[config.mk]
export PLATFORM = sky130hd
export DESIGN_NAME = cpu_run_controller
export DESIGN_NICKNAME = d
export VERILOG_FILES = /design/src/rtl/cpu_run_controller.sv
export SDC_FILE = /design/constraint.sdc
export NUM_CORES = 1
export LEC_CHECK = 0
export CORE_MARGIN = 4
export CORE_UTILIZATION = 43
export CTS_BUF_LIST = sky130_fd_sc_hd__clkbuf_8
export CTS_CLUSTER_DIAMETER = 80
export DETAILED_ROUTE_END_ITERATION = 10
export HOLD_SLACK_MARGIN = 0.03
export PLACE_DENSITY = 0.84
export RECOVER_POWER = 25
export SETUP_SLACK_MARGIN = 0.1
export SYNTH_ARGS = -nofsm -noshare
export SYNTH_HDL_FRONTEND = slang
export SYNTH_SLANG_ARGS = --single-unit
[constraint.sdc]
create_clock -name clk -period 3.9 [get_ports clk]
set_clock_uncertainty 0.2 [all_clocks]
set_input_delay 0.39 -clock clk [delete_from_list [all_inputs] [get_ports clk]]
set_output_delay 0.39 -clock clk [all_outputs]
set_load 0.03 [all_outputs]
[src/rtl/cpu_run_controller.sv]
// cpu_run_controller
// Run/halt sequencer around the pipelined CPU and its data RAM.
// A start pulse launches a run. The pipeline is enabled until the halt word
// reaches decode, or until the watchdog expires. It then stays enabled for a
// fixed drain window so that in-flight instructions retire. After that the
// controller takes the RAM port and streams every word out over valid/ready.
//
// Ports
//   clk           system clock, rising edge
//   RESET         asynchronous active-high reset
//   start         run launch pulse (honoured in IDLE/DONE only)
//   instr_d       decode-stage instruction word
//   cpu_en        pipeline enable
//   cpu_mem_*     CPU data RAM request (we/addr/wdata)
//   ram_*         arbitrated RAM port (we/addr/wdata out, rdata in, 1-cycle read)
//   dump_valid/dump_ready/dump_addr/dump_data   RAM dump stream
//   busy          RUN, DRAIN or dumping
//   done          run and dump finished
//   timeout       run ended by the watchdog rather than by the halt word
//   cycle_count   enabled cycles of the current/last run (saturating)
module cpu_run_controller #(
    parameter logic [31:0] HALT_INSTR   = 32'hFFFF_FFFF,
    parameter int          DRAIN_CYCLES = 5,
    parameter int          RAM_DEPTH    = 512,
    parameter int          ADDR_W       = 9,
    parameter int          DATA_W       = 32,
    parameter int          CYC_W        = 32,
    parameter int          MAX_CYCLES   = 1000000
) (
    input  logic              clk,
    input  logic              RESET,
    input  logic              start,
    input  logic [31:0]       instr_d,
    output logic              cpu_en,
    input  logic              cpu_mem_we,
    input  logic [ADDR_W-1:0] cpu_mem_addr,
    input  logic [DATA_W-1:0] cpu_mem_wdata,
    output logic              ram_we,
    output logic [ADDR_W-1:0] ram_addr,
    output logic [DATA_W-1:0] ram_wdata,
    input  logic [DATA_W-1:0] ram_rdata,
    output logic              dump_valid,
    input  logic              dump_ready,
    output logic [ADDR_W-1:0] dump_addr,
    output logic [DATA_W-1:0] dump_data,
    output logic              busy,
    output logic              done,
    output logic              timeout,
    output logic [CYC_W-1:0]  cycle_count
);

    typedef enum logic [2:0] {
        S_IDLE     = 3'd0,
        S_RUN      = 3'd1,
        S_DRAIN    = 3'd2,
        S_DUMP_RD  = 3'd3,
        S_DUMP_CAP = 3'd4,
        S_DUMP_OUT = 3'd5,
        S_DONE     = 3'd6
    } state_t;

    // One spare bit keeps the width at two or more even for a one-cycle drain.
    localparam int                 DRAIN_W    = $clog2(DRAIN_CYCLES + 1) + 1;
    localparam logic [DRAIN_W-1:0] DRAIN_LOAD = DRAIN_W'(DRAIN_CYCLES - 1);
    localparam logic [ADDR_W-1:0]  PTR_LAST   = ADDR_W'(RAM_DEPTH - 1);
    localparam logic [CYC_W-1:0]   CYC_LIMIT  = CYC_W'(MAX_CYCLES);
    localparam logic [CYC_W-1:0]   CYC_ONES   = {CYC_W{1'b1}};

    state_t               state_r;
    state_t               state_next_s;
    logic [DRAIN_W-1:0]   drain_cnt_r;
    logic [ADDR_W-1:0]    ptr_r;
    logic                 halt_s;
    logic                 start_ok_s;
    logic                 wd_hit_s;
    logic [CYC_W-1:0]     cyc_inc_s;

    // Four-state compare: an X or Z on the decode bus never counts as a halt.
    assign halt_s     = (instr_d === HALT_INSTR);
    assign start_ok_s = start && ((state_r == S_IDLE) || (state_r == S_DONE));

    // Computed one bit wider so that the +1 cannot wrap before the compare.
    assign wd_hit_s = (({1'b0, cycle_count} + {{CYC_W{1'b0}}, 1'b1}) >= {1'b0, CYC_LIMIT});

    assign cyc_inc_s = (cycle_count == CYC_ONES) ? cycle_count
                                                 : cycle_count + {{(CYC_W-1){1'b0}}, 1'b1};

    // FSM state register.
    always_ff @(posedge clk or posedge RESET) begin
        if (RESET) begin
            state_r <= S_IDLE;
        end else begin
            state_r <= state_next_s;
        end
    end

    // FSM next-state decode.
    always_comb begin
        state_next_s = state_r;
        case (state_r)
            S_IDLE, S_DONE: begin
                if (start) begin
                    state_next_s = S_RUN;
                end else begin
                    state_next_s = state_r;
                end
            end
            S_RUN: begin
                // A halt takes priority over a watchdog hit in the same cycle.
                if (halt_s || wd_hit_s) begin
                    state_next_s = S_DRAIN;
                end else begin
                    state_next_s = S_RUN;
                end
            end
            S_DRAIN: begin
                if (drain_cnt_r == {DRAIN_W{1'b0}}) begin
                    state_next_s = S_DUMP_RD;
                end else begin
                    state_next_s = S_DRAIN;
                end
            end
            S_DUMP_RD:  state_next_s = S_DUMP_CAP;
            S_DUMP_CAP: state_next_s = S_DUMP_OUT;
            S_DUMP_OUT: begin
                if (!dump_ready) begin
                    state_next_s = S_DUMP_OUT;
                end else if (ptr_r == PTR_LAST) begin
                    state_next_s = S_DONE;
                end else begin
                    state_next_s = S_DUMP_RD;
                end
            end
            default: state_next_s = S_IDLE;
        endcase
    end

    // Datapath registers: drain counter, dump pointer, cycle counter, timeout flag, dump data.
    always_ff @(posedge clk or posedge RESET) begin
        if (RESET) begin
            drain_cnt_r <= {DRAIN_W{1'b0}};
            ptr_r       <= {ADDR_W{1'b0}};
            cycle_count <= {CYC_W{1'b0}};
            timeout     <= 1'b0;
            dump_data   <= {DATA_W{1'b0}};
        end else begin
            case (state_r)
                S_IDLE, S_DONE: begin
                    if (start_ok_s) begin
                        cycle_count <= {CYC_W{1'b0}};
                        timeout     <= 1'b0;
                        ptr_r       <= {ADDR_W{1'b0}};
                    end
                end
                S_RUN: begin
                    cycle_count <= cyc_inc_s;
                    if (halt_s) begin
                        drain_cnt_r <= DRAIN_LOAD;
                    end else if (wd_hit_s) begin
                        drain_cnt_r <= DRAIN_LOAD;
                        timeout     <= 1'b1;
                    end
                end
                S_DRAIN: begin
                    cycle_count <= cyc_inc_s;
                    if (drain_cnt_r != {DRAIN_W{1'b0}}) begin
                        drain_cnt_r <= drain_cnt_r - {{(DRAIN_W-1){1'b0}}, 1'b1};
                    end
                end
                S_DUMP_CAP: begin
                    // The read was issued in DUMP_RD, so the RAM data is valid now.
                    dump_data <= ram_rdata;
                end
                S_DUMP_OUT: begin
                    if (dump_ready && (ptr_r != PTR_LAST)) begin
                        ptr_r <= ptr_r + {{(ADDR_W-1){1'b0}}, 1'b1};
                    end
                end
                default: begin
                    drain_cnt_r <= drain_cnt_r;
                end
            endcase
        end
    end

    // FSM output decode and RAM port arbitration.
    always_comb begin
        cpu_en     = 1'b0;
        busy       = 1'b0;
        done       = 1'b0;
        dump_valid = 1'b0;
        dump_addr  = {ADDR_W{1'b0}};
        ram_we     = 1'b0;
        ram_addr   = ptr_r;
        ram_wdata  = {DATA_W{1'b0}};
        case (state_r)
            S_RUN, S_DRAIN: begin
                // The CPU owns the RAM port without any added latency.
                cpu_en    = 1'b1;
                busy      = 1'b1;
                ram_we    = cpu_mem_we;
                ram_addr  = cpu_mem_addr;
                ram_wdata = cpu_mem_wdata;
            end
            S_DUMP_RD, S_DUMP_CAP: begin
                busy = 1'b1;
            end
            S_DUMP_OUT: begin
                busy       = 1'b1;
                dump_valid = 1'b1;
                dump_addr  = ptr_r;
            end
            S_DONE: begin
                done = 1'b1;
            end
            default: begin
                cpu_en = 1'b0;
            end
        endcase
    end

endmodule

==> results.cfg, run 1 <==
[run_status]
status = finished with violations
violations = max-capacitance violations, max-slew violations

[die]
die_w_microns = 114
start_util_pct = 44.1
fp.dieArea_sq_um = 13000
die_h_microns = 114
io_pins = 230
rows = 38
coreArea_sq_um = 10900

[critical_path]
arrival_ns = 2.96
cp-end-kind = output pin
critPathTopFamily = buffers and inverters
slowest_delay_ns = 0.73
rrSetupSlack_ns = 0.56
crit_buf_inv = 4
reg2reg_from = cycle_count[2]$_DFFE_PP0P_
critPathKind = register to output pin
reg2reg_to = drain_cnt_r[3]$_DFFE_PP0P_
required_ns = 3.31
startpoint_type = register
critPathMaxFanout = 10
path_cells = clkinv_1 -> and3_1 -> nor2_4 -> clkinvlp_4 -> buf_4 -> o21ai_0 -> clkdlybuf4s50_1
slowest_stage = clkdlybuf4s50_1
r2r_cells = 9

[sta]
slew_headroom_pct = -58.1
max_clock_freq_mhz = 282
tightest_slew_ns = 2.37
slew_violations = 64
setup_tns_ns = 0
fin_crit_ns = 3.55
setup_viol = 0
hold_viol_final = 0
rsz0062_at_grt = false
finalCritPeriodShare_pct = 91.0

[layout]
area_delta_synth_final_pct = 55.5
fillers = 873
fin_nets = 894
finalInstanceArea_sq_um = 7500
n_antenna_cell = 0
layout_commonest_cell = clkdlybuf4s50_1
seq_area_sq_um = 2030
mostFrequentLayoutCells = clkdlybuf4s50_1, dfrtp_1, nand2_1, nor2_1, and2_1
multiInputGateArea_sq_um = 2640
drive_gt1_share_pct = 8.95

[drt]
avgRoutedWirePerCell_microns = 17.1
drt_iter0_markers = 262
firstDrtPassIters = 5
vias_per_cell = 5.54
vias = 5109
drc_errors = 0
ant_nets = 0
drt-total-wl_microns = 15700

[placement]
post_dp_cell_area_sq_um = 7280
dp_hpwl_microns = 11800
routabilityCongestion = 0.872
port_buffers = 229

[logic_synthesis]
post_synth.cell_area_avg_sq_um = 8.77
synth-main-ff-cell = dfrtp_1
yosys_warnings = 0
synth_edf_count = 0
syn_area_sq_um = 4830
yosysSeqAreaShare_pct = 42.0
synth-seq-cells = 81
synth_cell_types = 57
synth_cells = 550
synth_fp_nets = 667
synthArstFlopShare_pct = 100

[power_and_ir_drop]
p_int_mw = 2.43
swShare_pct = 44.8
p_leak_nw = 3.09
power_density_nw_per_um2 = 587
power.switching_mw = 1.97
p_clk_share_pct = 13.2
irDropWorstVdd_v = 0.000409
seq_power_share_pct = 26.2
combPwrFrac_pct = 60.6

[clock_tree]
cts.hold.buffers_added = 0
cts_buffer_depth = 2
numCtsBuffers = 9
cts_max_level = 3
cts_tree = built
path_clk_slew_ns = 0.07
cts_sinks = 81
clk_latency_ns = 0.35
clock-root-buffer = clkbuf_8

[global_route]
grt_pass1_wl_microns = 24700
grt_pass1_vias = 5048
grt_max_degree = 64
gr-usage-all-layers_pct = 23.4
antenna_found_initial = 0
grt_overflow_total = 0

[run]
max_cap_violations = 1

[hold_path]
min_to = dump_data[9]$_DFFE_PP0P_
hold_depth = 1
hp-class = register to register
min_from = dump_data[9]$_DFFE_PP0P_
==> cell usage after synthesis (2+ instances only) <==
cell type  count  area share, %
a22o_1         3           0.54
buf_1          3           0.23
xnor2_1        3           0.54
and4_1         2           0.36
and2_1        50            6.5
ha_1           7            1.8
nor2b_1        3           0.39
o22a_1         3           0.54
a211oi_1       2           0.31
nand2_1       63            4.9
clkbuf_1      22            1.7
nor3b_1        2           0.31
a21oi_1       15            1.6
o41ai_1        2           0.36
and3_1        14            1.8
o21ai_0       49            5.1
or4_1          3           0.47
a31oi_1       10            1.3
inv_1         14            1.1
o31ai_1       17            2.6
nor2_1        52            4.0
nand4_1       20            2.6
buf_2          3           0.31
mux2i_1        5            1.0
o32ai_1        2           0.36
nor3_1         9           0.93
o21bai_1       2           0.31
xor2_1         6            1.1
mux2_2        32            7.5
nor4_1         5           0.65
dfrtp_1       81             42
nand2b_1       3           0.39
nand3_1       19            2.0
==> worst max-delay path by stage <==
stage	start	endpoint	slack (ns)	depth (start not counted)
final	state_r[2]$_DFFE_PP0P_	ram_addr[8]	0.35	7
after global routing	state_r[2]$_DFFE_PP0P_	ram_addr[8]	0.12	7
after CTS	state_r[1]$_DFFE_PP0P_	ram_wdata[0]	0.11	7
after detailed placement	state_r[1]$_DFFE_PP0P_	ram_wdata[0]	0.51	7
after global placement	state_r[1]$_DFFE_PP0P_	ram_we	0.62	7
after floorplan	state_r[2]$_DFFE_PP0P_	ram_addr[1]	0.76	8
==> metrics by stage <==
| step | cells | power, mW | hold slack, ns | utilization, % | worst slack (ns) |
|---|---|---|---|---|---|
| global placement | 902 | 3.68 | 0.289 | 66.5 | 0.622 |
| detailed placement | 902 | 3.76 | 0.295 | 66.5 | 0.505 |
| CTS | 918 | 4.35 | 0.312 | 68.3 | 0.112 |
| global route | 922 | 4.66 | 0.329 | 68.6 | 0.117 |
| finish | 922 | 4.40 | 0.309 | 68.6 | 0.352 |
| floorplan | 550 | 2.68 | 0.277 | - | 0.756 |
==> cell families (layout without fill, tap and decap cells) <==
family / Yosys count / after routing / share of synthesized area [%]
AOI/OAI and AO/OA: 120 / 120 / 15.8
xor gates and xnor gates: 9 / 9 / 1.63
adders and majority gates: 7 / 7 / 1.81
buffers and inverters: 44 / 276 / 3.58
DFF: 81 / 81 / 42.0
muxes: 38 / 38 / 8.74
and+or+nand+nor: 251 / 251 / 26.4
==> layer usage <==
metal / share of wire [%] / track usage, % / up-vias
li1: - / - / 2429
met1: 40 / 29.1 / 2380
met2: 48 / 39.8 / 275
met3: 9.5 / 5.73 / 25
met4: 2.0 / 8.31 / 0
met5: 0 / 0 / -
==> state kept, by name, indices dropped and copies added (netlist names) <==
register	cells
state_r	3
dump_data	32
cycle_count	32
timeout	1
drain_cnt_r	4
ptr_r	9
==> repair_timing <==
action	in CTS	in global routing
endpoints found under the setup margin	0	43
buffers inserted	0	2
resized for setup	0	4
==> final cells by class <==
class,count,area share [%]
Multi-Input combinational cell,425,35.2
Timing Repair Buffer,243,32.0
Sequential cell,81,27.0
Clock buffer,13,2.38
Tap cell,140,2.33
Inverter,15,0.800
Clock inverter,3,0.183
Timing Repair inverter,2,0.167
==> worst register-to-register path, stage by stage (launching register included) <==
cell and delay [ns]:
dfrtp_1 0.46, nand3_1 0.30, nor4_1 0.73, and3_1 0.38
a31oi_1 0.12, a22oi_1 0.20, nand4b_1 0.16, a311o_1 0.41
a31o_1 0.24, nand2_1 0.07
==> power by group through the flow <==
stage	combinational (mW)	sequential [mW]	clock, mW
detailed placement	2.59	1.17	0
finish	2.67	1.15	0.582
global route	2.84	1.18	0.636
CTS	2.59	1.15	0.598
global placement	2.53	1.15	0
floorplan	1.26	1.42	0
Note: power is estimated with default switching activity, not from simulation.
==> run 2: changes to the inputs <==
- CORE_MARGIN: 4 -> not set
- CORE_UTILIZATION: 43 -> 38
- MAX_ROUTING_LAYER: not set -> met4
- PLACE_DENSITY: 0.84 -> 0.78
- clock period: 3.9 -> 3.1 ns (I/O delays scaled with it)
==> run 2 against run 1 <==
  * The run still ends with max-capacitance violations, max-slew violations left
  * Total power up 24%
  * Global-route usage rose by 0.74 points
  * Critical path depth increased by 2
  * Clock power is 34% higher
  * Sequential share of layout area down 0.36 points
  * Register-to-register slack worse by 0.41 ns
  * Cell count increased by 4.9%
  * Sequential cell count is the same
  * First-iteration DRC count rose by 18%
  * Worst hold slack better by 0.0027 ns
  * Die area up 1.3%
  * Core utilization is 6.0 points lower
  * Highest routed layer unchanged
==> results.cfg, run 2 (synthesis results as in run 1) <==
[run_status]
status = finished with violations
violations = max-capacitance violations, max-slew violations

[die]
coreArea_sq_um = 12200
fp.dieArea_sq_um = 13200
io_pins = 230
rows = 40
die_w_microns = 115
die_h_microns = 115
start_util_pct = 39.5

[drt]
firstDrtPassIters = 6
vias = 5190
dr.max_layer_used = met4
drt_iter0_markers = 308
met2_length_microns = 7780
vias_per_cell = 5.37
wl_met3_microns = 1150
avgRoutedWirePerCell_microns = 16.0
drc_errors = 0
met1_length_microns = 6310
drt-total-wl_microns = 15500
ant_nets = 0

[placement]
port_buffers = 229
dp_hpwl_microns = 11700
routabilityCongestion = 0.952

[global_route]
grt_max_degree = 52
antenna_found_initial = 0
grt_pass1_vias = 5119
grt_overflow_total = 0
gr-usage-all-layers_pct = 24.2
grt_pass1_wl_microns = 24400

[critical_path]
startpoint_type = register
cp-end-kind = register
required_ns = 3.13
critPathKind = register to register
arrival_ns = 2.97
critPathMaxFanout = 5

[clock_tree]
cts_max_level = 3
cts_sinks = 81
cts_buffer_depth = 2
clk_latency_ns = 0.35
cts.hold.buffers_added = 0
path_clk_slew_ns = 0.09
cts_tree = built
numCtsBuffers = 9
clock-root-buffer = clkbuf_8

[layout]
utilization_pct = 62.6
area_delta_synth_final_pct = 58.4
drive_gt1_share_pct = 17.5
top_regs = cycle_count x32, dump_data x32, ptr_r x9
fin_nets = 911
n_antenna_cell = 0
mostFrequentLayoutCells = clkdlybuf4s50_1, dfrtp_1, buf_4, nand2_1, and2_1
fillers = 1054
layout_commonest_cell = clkdlybuf4s50_1

[sta]
fin_crit_ns = 2.95
finalCritPeriodShare_pct = 95.1
setup_viol = 0
setup_tns_ns = 0
slew_violations = 40
rsz0062_at_grt = false
slew_headroom_pct = -15.8
max_clock_freq_mhz = 339
hold_viol_final = 0
tightest_slew_ns = 1.73

[power_and_ir_drop]
power_density_nw_per_um2 = 716
p_leak_nw = 3.28
irDropWorstVdd_v = 0.000360

[run]
max_cap_violations = 1

[hold_path]
hp-class = register to register
-- run 2: changes by cell type in the layout (fill, tap and decap cells not counted), moves of 2 or more --
| cell | before | now |
|---|---|---|
| nor2_2 | 0 | 3 |
| clkdlybuf4s50_1 | 228 | 185 |
| buf_4 | 12 | 70 |
| buf_12 | 0 | 4 |
| dfrtp_2 | 0 | 8 |
| nor2_1 | 51 | 49 |
| dlymetal6s2s_1 | 0 | 2 |
| clkbuf_8 | 13 | 10 |
| dfrtp_1 | 81 | 73 |
-- run 2: cell type report --
| type | instances | area (sq um) | share of cell area (%) |
|---|---|---|---|
| timing repair buffer | 262 | 2490 | 32.6 |
| tap | 168 | 210 | 2.75 |
| inverter | 15 | 57.6 | 0.753 |
| multi-input combinational | 425 | 2650 | 34.7 |
| clock buffer | 10 | 138 | 1.80 |
| clock inverter | 6 | 58.8 | 0.769 |
| sequential | 81 | 2040 | 26.6 |
-- run 2: path summary, 6_finish.rpt --
kind	from	end	slack, ns	cells after the start
max	cycle_count[6]$_DFFE_PP0P_	state_r[1]$_DFFE_PP0P_	0.15	9
min	dump_data[15]$_DFFE_PP0P_	dump_data[15]$_DFFE_PP0P_	0.31	1
max reg2reg	cycle_count[6]$_DFFE_PP0P_	state_r[1]$_DFFE_PP0P_	0.15	9
min reg2reg	dump_data[15]$_DFFE_PP0P_	dump_data[15]$_DFFE_PP0P_	0.31	1
max in group asynchronous	RESET	cycle_count[11]$_DFFE_PP0P_	1.19	3
min in group asynchronous	RESET	dump_data[31]$_DFFE_PP0P_	0.63	2
-- run 2: repair_timing --
item                                    4_1_cts  5_1_grt
endpoints found under the setup margin        0       18
buffers inserted                              0        1
resized for setup                             0       13
-- run 2: metrics by stage --
stage	cell area, sq um	power (mW)	hold WS (ns)	setup WS [ns]	instances
floorplan	4830	3.37	0.223	0.0360	550
global placement	7410	4.62	0.288	0.236	950
finish	7640	5.47	0.312	0.153	967
global route	7640	5.77	0.327	0.0692	967
detailed placement	7410	4.71	0.298	0.158	950
CTS	7610	5.50	0.168	0.114	966
-- run 2: per-layer routing --
metal / vias up / GRT usage (%)
met5: - / -
met4: 0 / 8.57
met3: 19 / 4.66
met2: 266 / 41.5
met1: 2453 / 28.2
li1: 2452 / -
-- run 2: power breakdown --
| part | switching (mW) | leakage, nW | total [mW] | internal (mW) |
|---|---|---|---|---|
| Clock | 0.388 | 0.0995 | 0.777 | 0.388 |
| Sequential | 0.164 | 1.07 | 1.45 | 1.28 |
| Combinational | 1.93 | 2.11 | 3.25 | 1.32 |
| Total | 2.48 | 3.28 | 5.47 | 2.99 |
-- run 2: worst max-delay path, stage by stage, from the launching register on --
cell	delay, ns
dfrtp_2	0.39
nand4_2	0.18
or4_4	0.59
mux2_1	0.33
o22a_1	0.21
o32ai_2	0.21
nand2_1	0.11
a311o_1	0.35
a21oi_1	0.16
o32ai_1	0.09
